## config.mk

```make
export PLATFORM = sky130hd
export DESIGN_NAME = dec2to4_seq
export DESIGN_NICKNAME = d
export VERILOG_FILES = /design/src/rtl/dec2to4_seq.sv
export SDC_FILE = /design/constraint.sdc
export NUM_CORES = 1
export LEC_CHECK = 0
export ABC_AREA = 0
export BUFFER_PORTS_ARGS = -buffer_cell sky130_fd_sc_hd__buf_4
export CAP_MARGIN = 20
export CORE_ASPECT_RATIO = 0.7
export CORE_MARGIN = 5
export CORE_UTILIZATION = 35
export CTS_CLUSTER_SIZE = 24
export DETAILED_ROUTE_END_ITERATION = 12
export GPL_ROUTABILITY_DRIVEN = 0
export PLACE_DENSITY_LB_ADDON = 0.25
export SLEW_MARGIN = 10
export SYNTH_ARGS = -nofsm -noshare
export SYNTH_HDL_FRONTEND = slang
export SYNTH_SLANG_ARGS = --single-unit
```

## constraint.sdc

```tcl
create_clock -name clk -period 4 [get_ports clk]
set_input_delay 0.8 -clock clk [delete_from_list [all_inputs] [get_ports clk]]
set_output_delay 0.8 -clock clk [all_outputs]
set_load 0.01 [all_outputs]
```

## src/rtl/dec2to4_seq.sv

```systemverilog
// Registered binary-to-one-hot decoder with valid/ready input handshake.
// Each accepted code produces a HOLD-cycle one-hot pulse followed by a one-cycle gap.
module dec2to4_seq #(
  parameter int WIDTH = 2,
  parameter int HOLD  = 4,
  parameter int CNT_W = 8
) (
  input  logic                  clk,
  input  logic                  rst,
  input  logic                  en,
  input  logic                  in_valid,
  input  logic [WIDTH-1:0]      sel,
  output logic                  in_ready,
  output logic [2**WIDTH-1:0]   y,
  output logic                  out_valid,
  output logic                  busy,
  output logic [CNT_W-1:0]      count
);

  localparam int OUT_W = 2**WIDTH;
  localparam int HC_W  = (HOLD > 1) ? $clog2(HOLD) : 1;

  typedef enum logic [1:0] {
    S_IDLE = 2'd0,
    S_HOLD = 2'd1,
    S_GAP  = 2'd2
  } state_t;

  state_t             state_r, state_s;
  logic [WIDTH-1:0]   sel_r, sel_s;
  logic [HC_W-1:0]    hold_cnt_r, hold_cnt_s;
  logic [OUT_W-1:0]   y_s;
  logic               out_valid_s;
  logic               busy_s;
  logic [CNT_W-1:0]   count_s;

  function automatic logic [OUT_W-1:0] onehot(input logic [WIDTH-1:0] code);
    logic [OUT_W-1:0] base;
    base   = {{(OUT_W-1){1'b0}}, 1'b1};
    onehot = base << code;
  endfunction

  assign in_ready = (state_r == S_IDLE) && en;

  // State and output registers
  always_ff @(posedge clk or posedge rst) begin
    if (rst) begin
      state_r    <= S_IDLE;
      sel_r      <= {WIDTH{1'b0}};
      hold_cnt_r <= {HC_W{1'b0}};
      y          <= {OUT_W{1'b0}};
      out_valid  <= 1'b0;
      busy       <= 1'b0;
      count      <= {CNT_W{1'b0}};
    end else begin
      state_r    <= state_s;
      sel_r      <= sel_s;
      hold_cnt_r <= hold_cnt_s;
      y          <= y_s;
      out_valid  <= out_valid_s;
      busy       <= busy_s;
      count      <= count_s;
    end
  end

  // Next-state and next-output logic
  always_comb begin
    state_s     = state_r;
    sel_s       = sel_r;
    hold_cnt_s  = hold_cnt_r;
    y_s         = {OUT_W{1'b0}};
    out_valid_s = 1'b0;
    busy_s      = 1'b0;
    count_s     = count;
    case (state_r)
      S_IDLE: begin
        if (in_valid && in_ready) begin
          sel_s       = sel;
          y_s         = onehot(sel);
          out_valid_s = 1'b1;
          busy_s      = 1'b1;
          hold_cnt_s  = HC_W'(HOLD - 1);
          state_s     = S_HOLD;
          if (count != {CNT_W{1'b1}}) begin
            count_s = count + CNT_W'(1);
          end else begin
            count_s = count;
          end
        end else begin
          state_s = S_IDLE;
        end
      end
      S_HOLD: begin
        busy_s = 1'b1;
        // An enable drop aborts the pulse the same way the final hold cycle ends it.
        if (!en || (hold_cnt_r == {HC_W{1'b0}})) begin
          state_s = S_GAP;
        end else begin
          hold_cnt_s  = hold_cnt_r - HC_W'(1);
          y_s         = onehot(sel_r);
          out_valid_s = 1'b1;
        end
      end
      S_GAP: begin
        state_s = S_IDLE;
      end
      default: begin
        state_s = S_IDLE;
      end
    endcase
  end

endmodule

```

==> flow_results.org, run 1 <==
** Status
- The flow ran to the end, and the final reports show no timing, DRC or antenna violations.

** Route
- DRT Wirelength :: between 1500 and 2000 um
- Before antenna repair, the detailed router went through 4 iterations.
- In the routed design, unresolved DRC markers number 0.
- The count of nets left with antenna violations once routing finished came out at 0.
- Total via count in the routed design :: between 700 and 800
- Number of design-rule violations left by the first detailed-router iteration :: 43
- DR WL/cell :: about 13 um
- Ratio of routed vias to standard cells :: a little under 5

** Synthesis
- Synthesis produced a netlist whose cell count is 87.
- Sorting the synthesized cells by area gives the leading types as sky130_fd_sc_hd__dfrtp_1 (52%), sky130_fd_sc_hd__mux2_2 (4.7%), sky130_fd_sc_hd__nand2_1 (4.7%), sky130_fd_sc_hd__nand4bb_4 (2.9%), sky130_fd_sc_hd__inv_1 (2.7%).
- Total number of yosys warnings :: 0
- Mean post-synth cell area :: roughly 11 um2
- Number of unique standard cell types used by synthesis :: 31
- The synthesized netlist occupies a cell area of roughly 960 um2.
- Synthesized netlist net count :: 95
- After synthesis, flip-flops and latches occupy about 52% of the total area.
- Leading area contributor after synthesis :: sky130_fd_sc_hd__dfrtp_1
- Synthesis inferred 20 register bits.
- The share of synthesized area in the top cell type comes to 51.9%.

** Setup path
- The worst setup path is captured at an output port.
- Data arrives at the worst endpoint at 1.25 ns.
- Worst setup path class :: in -> out
- Crit-path max FO :: 5
- STA classifies the critical path startpoint as a primary input.
- For the worst setup path, the data required time is between 3 and 4 ns.

** CTS
- Once the clock tree was built, the setup fixing pass inserted 0 buffers.
- The clock passes through at most 2 buffers.
- CTS built an H-tree with a depth of 1.
- Cts-stage hold buffer count :: 0
- TritonCTS built the clock tree.
- Number of cells upsized or downsized after cts :: 0
- Skew-Pair Late Insertion Delay :: ~0.26 ns
- Total CTS buffers :: 3
- TritonCTS Sinks :: 20
- Clock-pin slew was measured on the worst setup and hold paths at roughly 0.07 ns.
- Library cell used as clock root buffer :: sky130_fd_sc_hd__clkbuf_8

** STA
- Summed negative setup slack over all endpoints :: 0 ns
- Setup repair after global routing left no endpoint under its margin.
- For the pin with the worst max-slew slack, the measured transition is around 0.76 ns.
- Number of setup violations in the final report :: 0
- Worst-case clock skew :: between 0.006 and 0.007 ns
- Slew Limit Headroom :: about half
- Final Cycle Share :: 51.3%
- The worst path needs just over 2 ns of the cycle, external delays included.
- Derived from the worst setup path, the maximum achievable clock frequency is just under 500 MHz.
- Number of slew-limit violations in the final report :: 0
- Hold violation total from the final report :: 0

** Placement
- Cell Count Post-Placement :: 140
- Count of port buffers added during placement :: 20
- Post-detail-place hpwl :: 1420 um

** Cells and area
- Non-filler cells in the finished layout :: roughly 140
- Number of inserted diodes :: 0
- At the end of the flow, the number of nets in the layout was 119.
- The layout has 249 filler cells.
- Final design utilization :: a little under half
- Of the cells placed in the final design, the portion with a size suffix greater than 1 is around 30%.
- Relative to the synthesized area, the layout overhead comes to 24.5%.

** Power
- Combinational share of power :: between 20% and 30%
- P per Cell Area :: ~530 nW/um2
- Reg power frac :: a little under half
- In this run, the clock network consumes a little under a quarter of the power.
- Internal power contribution :: around 0.43 mW
- The worst-case IR drop observed on VDD is around 370 uV.
- Leak :: 0.550 nW
- Summed over all nets, the switching power comes to around 0.21 mW.
- Switching share of total power :: approximately a third

** Die
- DIE WIDTH :: between 70 and 80 um
- The initial utilization of the core area, before any placement, comes to ~38%.
- The floorplan has 15 rows.
- In this run the count of I/O pins placed on the die edge is 21.
- In this run the vertical extent of the chip is 53.9 um.
- DIE AREA :: ~4000 um2
- Placeable core region :: between 2000 and 3000 um2

** GRT
- Overflow left after global routing :: 0
- Wire length of the first global-routing pass :: approximately 3200 um
- Vias in the first global route :: approximately 640
- Layer with the highest usage :: met2
- Number of antenna violations at the first check in global routing :: 0
- In the global route stage, met2 resource usage came out at 15.3%.
- Met3 usage :: a little under 4%
- Entering global routing, the biggest net connects 21 pins.
- Met1 capacity usage during global routing :: ~15%
- Global routing used 10.8% of the available tracks.

** Min path
- The min-delay analysis places its worst path in the category reg -> reg.

** Job
- Number of max-cap violations :: 0
worst max-delay path: stages:
cell                       delay (ns)
sky130_fd_sc_hd__buf_4           0.14
sky130_fd_sc_hd__nand2b_1        0.12
sky130_fd_sc_hd__nor2_1          0.05
sky130_fd_sc_hd__buf_4           0.14
cells by family (layout without fill, tap and decap cells):
logic type / Yosys count / after routing / share of synthesized area [%]
adders and majority gates: 2 / 2 / 2.59
muxes: 5 / 5 / 5.71
xor gates and xnor gates: 2 / 2 / 1.82
buffers and inverters: 8 / 31 / 3.89
DFF: 20 / 20 / 51.9
AOI/OAI and AO/OA: 16 / 16 / 10.9
and+or+nand+nor: 34 / 34 / 23.2
worst paths after layout:
kind	from	to	slack (ns)	cells past startpoint
hold / removal	sel_r[0]$_DFFE_PP0P_	y[2]$_DFF_PP0_	0.49	1
min in group asynchronous	rst	y[1]$_DFF_PP0_	0.68	2
max in group asynchronous	rst	state_r[0]$_DFFE_PP0P_	2.84	2
setup / recovery	en	in_ready	1.95	4
hold reg to reg	sel_r[0]$_DFFE_PP0P_	y[2]$_DFF_PP0_	0.49	1
setup reg to reg	state_r[0]$_DFFE_PP0P_	count[7]$_DFFE_PP0P_	2.37	3
synth_stat cells:
master	n
sky130_fd_sc_hd__dfrtp_1	20
sky130_fd_sc_hd__nand2_1	12
sky130_fd_sc_hd__inv_1	7
sky130_fd_sc_hd__a21oi_1	4
sky130_fd_sc_hd__mux2_2	4
sky130_fd_sc_hd__nand2b_1	4
sky130_fd_sc_hd__nor2_1	4
sky130_fd_sc_hd__nand3_1	3
sky130_fd_sc_hd__a211oi_1	2
sky130_fd_sc_hd__and4_1	2
sky130_fd_sc_hd__and4bb_2	2
sky130_fd_sc_hd__ha_1	2
sky130_fd_sc_hd__o21ai_0	2
sky130_fd_sc_hd__or2b_1	2
sky130_fd_sc_hd__a21boi_0	1
sky130_fd_sc_hd__a21oi_2	1
sky130_fd_sc_hd__buf_6	1
sky130_fd_sc_hd__mux2i_1	1
sky130_fd_sc_hd__nand4_1	1
sky130_fd_sc_hd__nand4bb_4	1
sky130_fd_sc_hd__nor3_1	1
sky130_fd_sc_hd__nor4_1	1
sky130_fd_sc_hd__nor4_4	1
sky130_fd_sc_hd__o21a_1	1
sky130_fd_sc_hd__o21ai_1	1
sky130_fd_sc_hd__o21bai_1	1
sky130_fd_sc_hd__o22ai_1	1
sky130_fd_sc_hd__o2bb2ai_1	1
sky130_fd_sc_hd__o32ai_1	1
sky130_fd_sc_hd__xnor2_1	1
sky130_fd_sc_hd__xor2_1	1
cells in the final DEF, fill, tap and decap left out, drive strengths merged, types with 2 or more instances in the layout:
| cell | instances |
|---|---|
| dfrtp | 20 |
| buf | 20 |
| nand2 | 12 |
| inv | 7 |
| a21oi | 5 |
| mux2 | 4 |
| nor2 | 4 |
| nand2b | 4 |
| clkbuf | 4 |
| nand3 | 3 |
| o21ai | 3 |
| and4bb | 2 |
| and4 | 2 |
| a211oi | 2 |
| or2b | 2 |
| ha | 2 |
| nor4 | 2 |
power by group through the flow:
stage          Combinational [mW]  Sequential [mW]  Clock [mW]
2_1_floorplan              0.0985            0.307           0
3_3_place_gp                0.190            0.301           0
3_5_place_dp                0.192            0.303           0
4_1_cts                     0.192            0.299       0.158
5_1_grt                     0.211            0.309       0.167
6_report                    0.189            0.300       0.151
layout make-up:
| class | count | area [um2] | share of cell area (%) |
|---|---|---|---|
| flip-flops and latches | 20 | 500 | 41.7 |
| repair buffers | 20 | 150 | 12.5 |
| multi-input cells | 59 | 427 | 35.5 |
| clock buffers | 4 | 55.1 | 4.58 |
| inverters | 7 | 26.3 | 2.19 |
| well taps | 34 | 42.5 | 3.54 |
flip-flops by register name, indices dropped and copies added (netlist names):
signal / flops
busy: 1
state_r: 2
y: 4
sel_r: 2
hold_cnt_r: 2
count: 8
out_valid: 1
layer usage:
| layer | share of wire, % | wire (um) |
|---|---|---|
| met5 | 0 | 0 |
| met4 | 1.3 | 23 |
| met3 | 5.6 | 103 |
| met2 | 43 | 785 |
| met1 | 50 | 918 |
stage by stage:
stage	hold WS (ns)	area, um2	worst slack [ns]	power (mW)
floorplan	0.438	965	2.15	0.406
global placement	0.459	1150	1.96	0.491
detailed placement	0.478	1150	1.94	0.494
CTS	0.489	1200	1.94	0.649
global route	0.517	1200	1.91	0.687
finish	0.493	1200	1.95	0.639
Power figures use the tool's default switching activity.
==> run 2, diff against run 1 <==
- ABC_AREA: 0 -> 1
- clock period: 4 -> 2.2 ns (I/O delays scaled with it)
==> flow_results.org, run 2 <==
** Power
- Leak :: 0.652 nW (was 0.550 nW)
- Peak VDD IR :: 351 uV (was 371 uV)
- Post-route total power :: 1.21 mW (was 0.639 mW)
- P per Cell Area :: 997 nW/um2 (was 532 nW/um2)

** Setup path
- Setup crit start kind :: register (was primary input)
- Critical path required time :: 1.76 ns (was 3.20 ns)
- The critical register-to-register path startpoint is count[1]$_DFFE_PP0P_ (was state_r[0]$_DFFE_PP0P_).
- The category of the most critical setup path is reg -> out (was in -> out).
- The kind of capture point of the worst setup path is an output port (unchanged).
- Worst reg2reg setup slack :: 0.84 ns (was 2.37 ns)
- Crit-path max FO :: 3 (was 5)
- Launch point of the critical path :: state_r[1]$_DFFE_PP0P_ (was en)
- The depth of the worst register-to-register path was 8 (was 3).
- The data arrival time of the critical path is 0.97 ns (was 1.25 ns).
- Endpoint of the most critical register-to-register path :: count[0]$_DFFE_PP0P_ (was count[7]$_DFFE_PP0P_)

** Synthesis
- Cell count after synthesis :: 122 (was 87)
- The most area-hungry cell type in the Yosys netlist is sky130_fd_sc_hd__dfrtp_1 (unchanged).
- Post-synth EDFFs :: 0 (unchanged)
- Fraction of the yosys area taken by sequential cells :: 51.7% (was 51.9%)
- The post-synthesis instance area came to 967 um2 (was 965 um2).
- The number of nets produced by synthesis came to 130 (was 95).
- Post-synthesis register bit count :: 20 (unchanged)
- Portion of synthesized cell area occupied by the leading cell type :: 51.7% (was 51.9%)
- The most frequent cell after synthesis was sky130_fd_sc_hd__nand2_1 (was sky130_fd_sc_hd__dfrtp_1).
- The number of warnings printed during yosys synthesis is 0 (unchanged).
- The count of cell types in the netlist was 15 (was 31).
- Top cells by count, synth :: sky130_fd_sc_hd__nand2_1 (44), sky130_fd_sc_hd__dfrtp_1 (20), sky130_fd_sc_hd__inv_1 (17), sky130_fd_sc_hd__o21ai_0 (11), sky130_fd_sc_hd__nor2_1 (10) (was sky130_fd_sc_hd__dfrtp_1 (20), sky130_fd_sc_hd__nand2_1 (12), sky130_fd_sc_hd__inv_1 (7))
- Most frequently used flop master after synthesis :: sky130_fd_sc_hd__dfrtp_1 (unchanged)
- Area contributors post-synth: sky130_fd_sc_hd__dfrtp_1 (52%), sky130_fd_sc_hd__nand2_1 (17%), sky130_fd_sc_hd__inv_1 (6.6%), sky130_fd_sc_hd__o21ai_0 (5.7%), sky130_fd_sc_hd__nand3_1 (4.1%) (was sky130_fd_sc_hd__dfrtp_1 (52%), sky130_fd_sc_hd__mux2_2 (4.7%), sky130_fd_sc_hd__nand2_1 (4.7%), sky130_fd_sc_hd__nand4bb_4 (2.9%), sky130_fd_sc_hd__inv_1 (2.7%)).
- The mean cell area of the mapped netlist was 7.93 um2 (was 11.1 um2).
- Async set-reset flop share out of synthesis :: 100% (unchanged)

** Route
- The post-detailed-route DRC marker count came to 0 (unchanged).
- The count of TritonRoute iterations in the first routing pass came to 4 (unchanged).
- Ratio of routed vias to standard cells :: 4.45 (was 4.90)
- The final routed wire length divided by cell count came to 11.1 um (was 12.7 um).
- Number of design-rule violations left by the first detailed-router iteration :: 37 (was 43)
- The number of vias after detailed routing is 809 (was 706).
- The antenna violation net count after detailed routing was 0 (unchanged).
- The final routed wirelength across all metal layers is 2030 um (was 1830 um).

** Die
- The total core area came to 2720 um2 (was 2550 um2).
- DIE WIDTH :: 72.8 um (about the same)
- Number of rows created at floorplan :: 16 (was 15)
- Top-Level Pins :: 21 (unchanged)
- DIE AREA :: 3930 um2 (was 3920 um2)
- The die boundary height is 54.0 um (was 53.9 um).
- The starting density of the core came to 35.5% (was 37.8%).

** GRT
- Number of antenna violations at the first check in global routing :: 0 (unchanged)
- The global-route wire length before repair was 3430 um (was 3190 um).
- Largest net degree at the start of global routing :: 21 (unchanged)
- Total track usage :: 11.7% (was 10.8%)
- The number of global-route vias before repair came to 757 (was 642).
- Overflow left after global routing :: 0 (unchanged)

** STA
- The worst clock skew is 0.00348 ns (was 0.00660 ns).
- The worst-margin pin slew came to 0.722 ns (was 0.762 ns).
- The sum of negative setup slack was 0 ns (unchanged).
- Number of setup violations in the final report :: 0 (unchanged)
- Static timing analysis puts the maximum clock frequency at ~710 MHz.
- Setup repair after global routing missed its margin :: no (unchanged)
- Of the available clock period, the critical path in the final layout requires a little under two thirds.
- After layout, the minimum clock period comes to 1.41 ns.
- The hold violation count in the final report came to 0 (unchanged).
- Slew Limit Headroom :: 51.8% (was 49.1%)
- Number of slew-limit violations in the final report :: 0 (unchanged)

** Cells and area
- Count of fill cells added during filler insertion :: 285 (was 249)
- Most common cell after layout, fill and taps aside :: sky130_fd_sc_hd__nand2_1
- The number of flip-flops under the largest register name is 8 (unchanged).
- The layout overhead on the synthesized area is 25.9% (was 24.5%).
- The number of diodes is 0 (unchanged).
- The largest register by flop count is count (unchanged).
- Commonest cells after routing, fill and taps aside :: sky130_fd_sc_hd__nand2_1 (44), sky130_fd_sc_hd__dfrtp_1 (20), sky130_fd_sc_hd__buf_4 (20) (was sky130_fd_sc_hd__dfrtp_1 (20), sky130_fd_sc_hd__buf_4 (20), sky130_fd_sc_hd__nand2_1 (12))
- Final layout net count :: 155 (was 119)
- Share of layout cells above drive strength 1 :: 20.5% (was 30.0%)
- Regs by FF count: count (8), y (4) (unchanged).

** CTS
- Postcts setup bufs :: 0 (unchanged)
- The number of buffers inserted by hold repair at cts is 0 (unchanged).
- Largest buffer count on any clock path :: 2 (unchanged)
- The clock-pin slew of the registers on the worst-case setup and hold paths is 0.07 ns (about the same).
- The post-cts sizing count came to 0 (unchanged).
- The root buffer cell is sky130_fd_sc_hd__clkbuf_8 (unchanged).
- Clock H-tree levels :: 1 (unchanged)
- The clock tree from TritonCTS is done (unchanged).
- The clock sink count was 20 (unchanged).
- Skew-Pair Late Insertion Delay :: 0.26 ns (about the same)
- Total CTS buffers :: 3 (unchanged)

** Status
- Result of the run: finished, final reports clean (unchanged).

** Min path
- Path class of the lowest-slack min-delay path :: in -> async (was reg -> reg)

** Placement
- Count of port buffers added during placement :: 20 (unchanged)
- The post-DP HPWL is 1560 um (was 1420 um).

** Job
- The max-cap violation count came to 0 (unchanged).
[run 2: changes by cell type in the layout (fill, tap and decap cells not counted), moves of 4 or more]
| cell | before | now |
|---|---|---|
| sky130_fd_sc_hd__mux2_2 | 4 | 0 |
| sky130_fd_sc_hd__nand3_1 | 3 | 8 |
| sky130_fd_sc_hd__a21oi_1 | 4 | 0 |
| sky130_fd_sc_hd__inv_1 | 7 | 17 |
| sky130_fd_sc_hd__nand2_1 | 12 | 44 |
| sky130_fd_sc_hd__nand2b_1 | 4 | 0 |
| sky130_fd_sc_hd__nor2_1 | 4 | 10 |
| sky130_fd_sc_hd__o21ai_0 | 2 | 11 |
[run 2: stage by stage]
stage	util, %	cell area (um2)	instances	hold slack [ns]	worst slack, ns
5_1_grt	44.7	1220	182	0.384	0.711
2_1_floorplan	-	967	122	0.404	0.921
3_5_place_dp	42.7	1160	178	0.530	0.818
6_report	44.7	1220	182	0.303	0.794
4_1_cts	44.7	1220	182	0.343	0.786
3_3_place_gp	42.7	1160	178	0.527	0.810
[run 2: per-layer routing]
layer  track usage (%)  part of all wire (%)  vias up
met5                 0                     0        -
met4              6.13                   2.1        0
met3              3.92                   5.1        5
met2              17.1                    42       14
met1              15.3                    51      371
li1                  -                     -      419
[run 2: how the worst max path moves through the flow]
stage | depth (start not counted) | endpoint | slack, ns
floorplan | 8 | count[4]$_DFFE_PP0P_ | 0.92
global placement | 7 | count[0]$_DFFE_PP0P_ | 0.81
detailed placement | 7 | count[7]$_DFFE_PP0P_ | 0.82
CTS | 4 | in_ready | 0.79
global route | 4 | in_ready | 0.71
finish | 4 | in_ready | 0.79
[run 2: area by class of cell]
class / instances / area, um2 / area share [%]
well taps: 36 / 45.0 / 3.70
clock buffers: 4 / 55.1 / 4.52
multi-input cells: 83 / 389 / 32.0
inverters: 19 / 77.6 / 6.37
flip-flops and latches: 20 / 500 / 41.1
repair buffers: 20 / 150 / 12.3
[run 2: worst max-delay path, cell delays in order, from the launching register on]
cell                      delay [ns]
sky130_fd_sc_hd__dfrtp_1        0.41
sky130_fd_sc_hd__inv_1          0.06
sky130_fd_sc_hd__nand2_1        0.04
sky130_fd_sc_hd__nor2_1         0.08
sky130_fd_sc_hd__buf_4          0.12
[run 2: cell families (layout without fill, tap and decap cells)]
logic type	count (synthesis)	in the layout	share of synthesized area, %
DFF	20	20	51.7
xor gates and xnor gates	3	3	2.72
buffers and inverters	19	43	8.02
and+or+nand+nor	66	66	28.7
adders and majority gates	2	2	2.59
AOI/OAI and AO/OA	12	12	6.21
[run 2: where the power goes]
group	total, mW	switching (mW)	internal, mW
clock network	0.277	0.117	0.159
registers	0.550	0.0861	0.464
logic	0.387	0.221	0.167
total	1.21	0.424	0.790
==> run 3, diff against run 2 <==
- clock period: 2.2 -> 1.3 ns (I/O delays scaled with it)
==> flow_results.org, run 3 (same netlist as run 2, synthesis figures left out) <==
** Status
- Result of the run: finished, final reports clean (unchanged).

** GRT
- The number of antenna violations at the first check in global routing was 0 (unchanged).
- Vias in the first global route :: 801 (was 757)
- Largest net degree at the start of global routing :: 21 (unchanged)
- The global-route wire length before repair came to 3330 um (was 3430 um).
- Overflow left after global routing :: 0 (unchanged)
- The overall routing resource usage is 10.9% (was 11.7%).

** STA
- The total setup violations reported at the end of the flow is 0 (unchanged).
- Setup repair after global routing missed its margin: yes (was no).
- Of the available clock period, the critical path in the final layout requires between 90% and 100%.
- The worst clock skew was 0.00394 ns (was 0.00348 ns).
- The worst path needs 1.29 ns of the cycle, external delays included.
- Hold violation total from the final report :: 0 (unchanged)
- Based on the critical path, the design can be clocked at up to about 780 MHz.
- The number of max-slew violations in the final report is 0 (unchanged).
- The worst hold margin was 0.0238 ns (was 0.303 ns).
- The headroom to the max-slew limit is 83.0% (was 51.8%).
- The worst-margin pin slew is 0.255 ns (was 0.722 ns).

** Power
- The total power per unit cell area is 1700 nW/um2 (was 997 nW/um2).
- The worst ir drop on vdd came to 799 uV (was 351 uV).
- The total leakage power was 0.710 nW (was 0.652 nW).
- Post-route total power :: 2.24 mW (was 1.21 mW)

** Setup path
- Worst path cell trace: buf_4, buf_4, buf_6 (was inv_1, nand2_1, nor2_1, buf_4).
- Critical path required time :: 1.04 ns (was 1.76 ns)
- The data arrival time of the critical path came to 1.03 ns (was 0.97 ns).
- Worst reg2reg path depth :: 8 (unchanged)
- The cell with the largest stage delay on the worst path is sky130_fd_sc_hd__dfrtp_1 (unchanged).
- Dominant cell type by count on the critical path :: sky130_fd_sc_hd__buf_4
- The peak per-stage delay on the critical path was 0.39 ns (was 0.41 ns).
- Worst reg2reg setup slack :: 0.04 ns (was 0.84 ns)
- Setup crit end kind :: output port (unchanged)
- The critical path launch point type was a register (unchanged).
- The critical register-to-register path startpoint was count[1]$_DFFE_PP0P_ (unchanged).
- Worst setup path class :: reg -> out (unchanged)
- The biggest fanout along the worst timing path came to 4 (was 3).
- Endpoint of the most critical register-to-register path :: count[0]$_DFFE_PP0P_ (unchanged)

** Route
- Number of design-rule violations left by the first detailed-router iteration :: 28 (was 37)
- DRT Wirelength :: 2120 um (was 2030 um)
- The antenna violation net count after detailed routing came to 0 (unchanged).
- 1st-pass router iterations :: 4 (unchanged)
- Total via count in the routed design :: 865 (was 809)
- The final routed wire length divided by cell count was 11.1 um (about the same).
- Remaining DRCs :: 0 (unchanged)
- The ratio of routed vias to standard cells is 4.51 (was 4.45).

** CTS
- Cts-stage hold buffer count :: 0 (unchanged)
- Skew-Pair Late Insertion Delay :: 0.26 ns (about the same)
- The total number of H-tree levels is 1 (unchanged).
- Clock Pin Slew Worst Setup and Hold Paths :: 0.07 ns (about the same)
- The total CTS buffers was 3 (unchanged).
- Largest buffer count on any clock path :: 2 (unchanged)
- Library cell used as clock root buffer :: sky130_fd_sc_hd__clkbuf_8 (unchanged)
- The clock sink count came to 20 (unchanged).
- TritonCTS clock tree :: done (unchanged)

** Job
- Number of max-cap violations :: 0 (unchanged)

** Placement
- Cell Count Post-Placement :: 183 (was 178)
- The cell area after placement was 1200 um2 (was 1160 um2).
- The post-DP HPWL was 1620 um (was 1560 um).
- The quantity of I/O buffers inserted on ports is 20 (unchanged).

** Cells and area
- The share of post-route cells with drive strength above 1 came to 28.2% (was 20.5%).
- The number of flip-flops under the largest register name came to 8 (unchanged).
- Layout-stage area growth over the synthesis result :: 36.2% (was 25.9%)
- The post-route cell area came to 1320 um2 (was 1220 um2).
- Regs by FF count :: count (8), y (4) (unchanged)
- The number of diodes came to 0 (unchanged).
- The final instance count without filler cells came to 192 (was 182).
- Largest Register :: count (unchanged)
- Final layout net count :: 165 (was 155)
- Most common cell after layout, fill and taps aside :: sky130_fd_sc_hd__nand2_1 (unchanged)
- Commonest cells after routing, fill and taps aside: sky130_fd_sc_hd__nand2_1 (42), sky130_fd_sc_hd__buf_4 (26), sky130_fd_sc_hd__dfrtp_1 (20) (was sky130_fd_sc_hd__nand2_1 (44), sky130_fd_sc_hd__dfrtp_1 (20), sky130_fd_sc_hd__buf_4 (20)).
- The number of fill cells in the layout came to 268 (was 285).
- The final core area utilization is 48.4% (was 44.7%).

** Die
- The die boundary height came to 54.0 um (unchanged).
- The horizontal die dimension came to 72.8 um (unchanged).
- The starting density of the core is 35.5% (unchanged).
- Placeable core region :: 2720 um2 (unchanged)
- DIE AREA :: 3930 um2 (unchanged)
- Number of rows created at floorplan :: 16 (unchanged)
- Top-Level Pins :: 21 (unchanged)

** Min path
- Path class of the lowest-slack min-delay path :: in -> async (unchanged)
==> run 3: cell count changes in the layout (fill, tap and decap cells not counted), moves of 2 or more <==
cell                      delta
sky130_fd_sc_hd__nand2_2     +2
sky130_fd_sc_hd__buf_4       +6
sky130_fd_sc_hd__buf_6       +3
sky130_fd_sc_hd__nand2_1     -2
==> run 3: worst max-delay path by stage <==
stage,end,start,slack [ns]
after floorplan,count[4]$_DFFE_PP0P_,count[1]$_DFFE_PP0P_,0.02
after CTS,count[0]$_DFFE_PP0P_,count[0]$_DFFE_PP0P_,0.007
after global routing,count[0]$_DFFE_PP0P_,count[0]$_DFFE_PP0P_,-0.05
final,count[0],count[0]$_DFFE_PP0P_,0.01
after detailed placement,count[0]$_DFFE_PP0P_,count[0]$_DFFE_PP0P_,0.01
after global placement,count[7]$_DFFE_PP0P_,count[0]$_DFFE_PP0P_,0.09
==> run 3: layout make-up <==
cell class / instances / area (um2) / share of cell area [%]
Tap cell: 36 / 45.0 / 3.42
Timing Repair Buffer: 29 / 229 / 17.4
Multi-Input combinational cell: 84 / 410 / 31.1
Clock buffer: 4 / 55.1 / 4.18
Inverter: 19 / 77.6 / 5.89
Sequential cell: 20 / 500 / 38.0
==> run 3: report_power, final <==
part	total, mW	switching [mW]	leakage [nW]	internal, mW
Sequential	0.907	0.121	0.261	0.786
Combinational	0.874	0.449	0.420	0.425
Clock	0.463	0.194	0.0288	0.269
==> run 3: critical path: cells and delay by family, from the launching register on <==
kind     cells  cell delay, ns
flops        1            0.39
buf+inv      3            0.38
==> run 3: what timing repair did <==
| item | CTS | global route |
|---|---|---|
| setup endpoints to repair | 0 | 14 |
| resized for setup | 0 | 9 |
| buffers inserted | 0 | 4 |
==> run 3: layer usage <==
layer  global-route usage [%]  share of wire, %
met1                     13.5                46
met2                     18.3                47
met3                     4.48               5.8
met4                     2.15              0.71
met5                        0                 0
==> run 3: stage by stage <==
step	setup WS, ns	setup TNS [ns]
floorplan	0.0213	0
global placement	0.0877	0
detailed placement	0.0138	0
CTS	0.00671	0
global route	-0.0522	-0.206
finish	0.0120	0
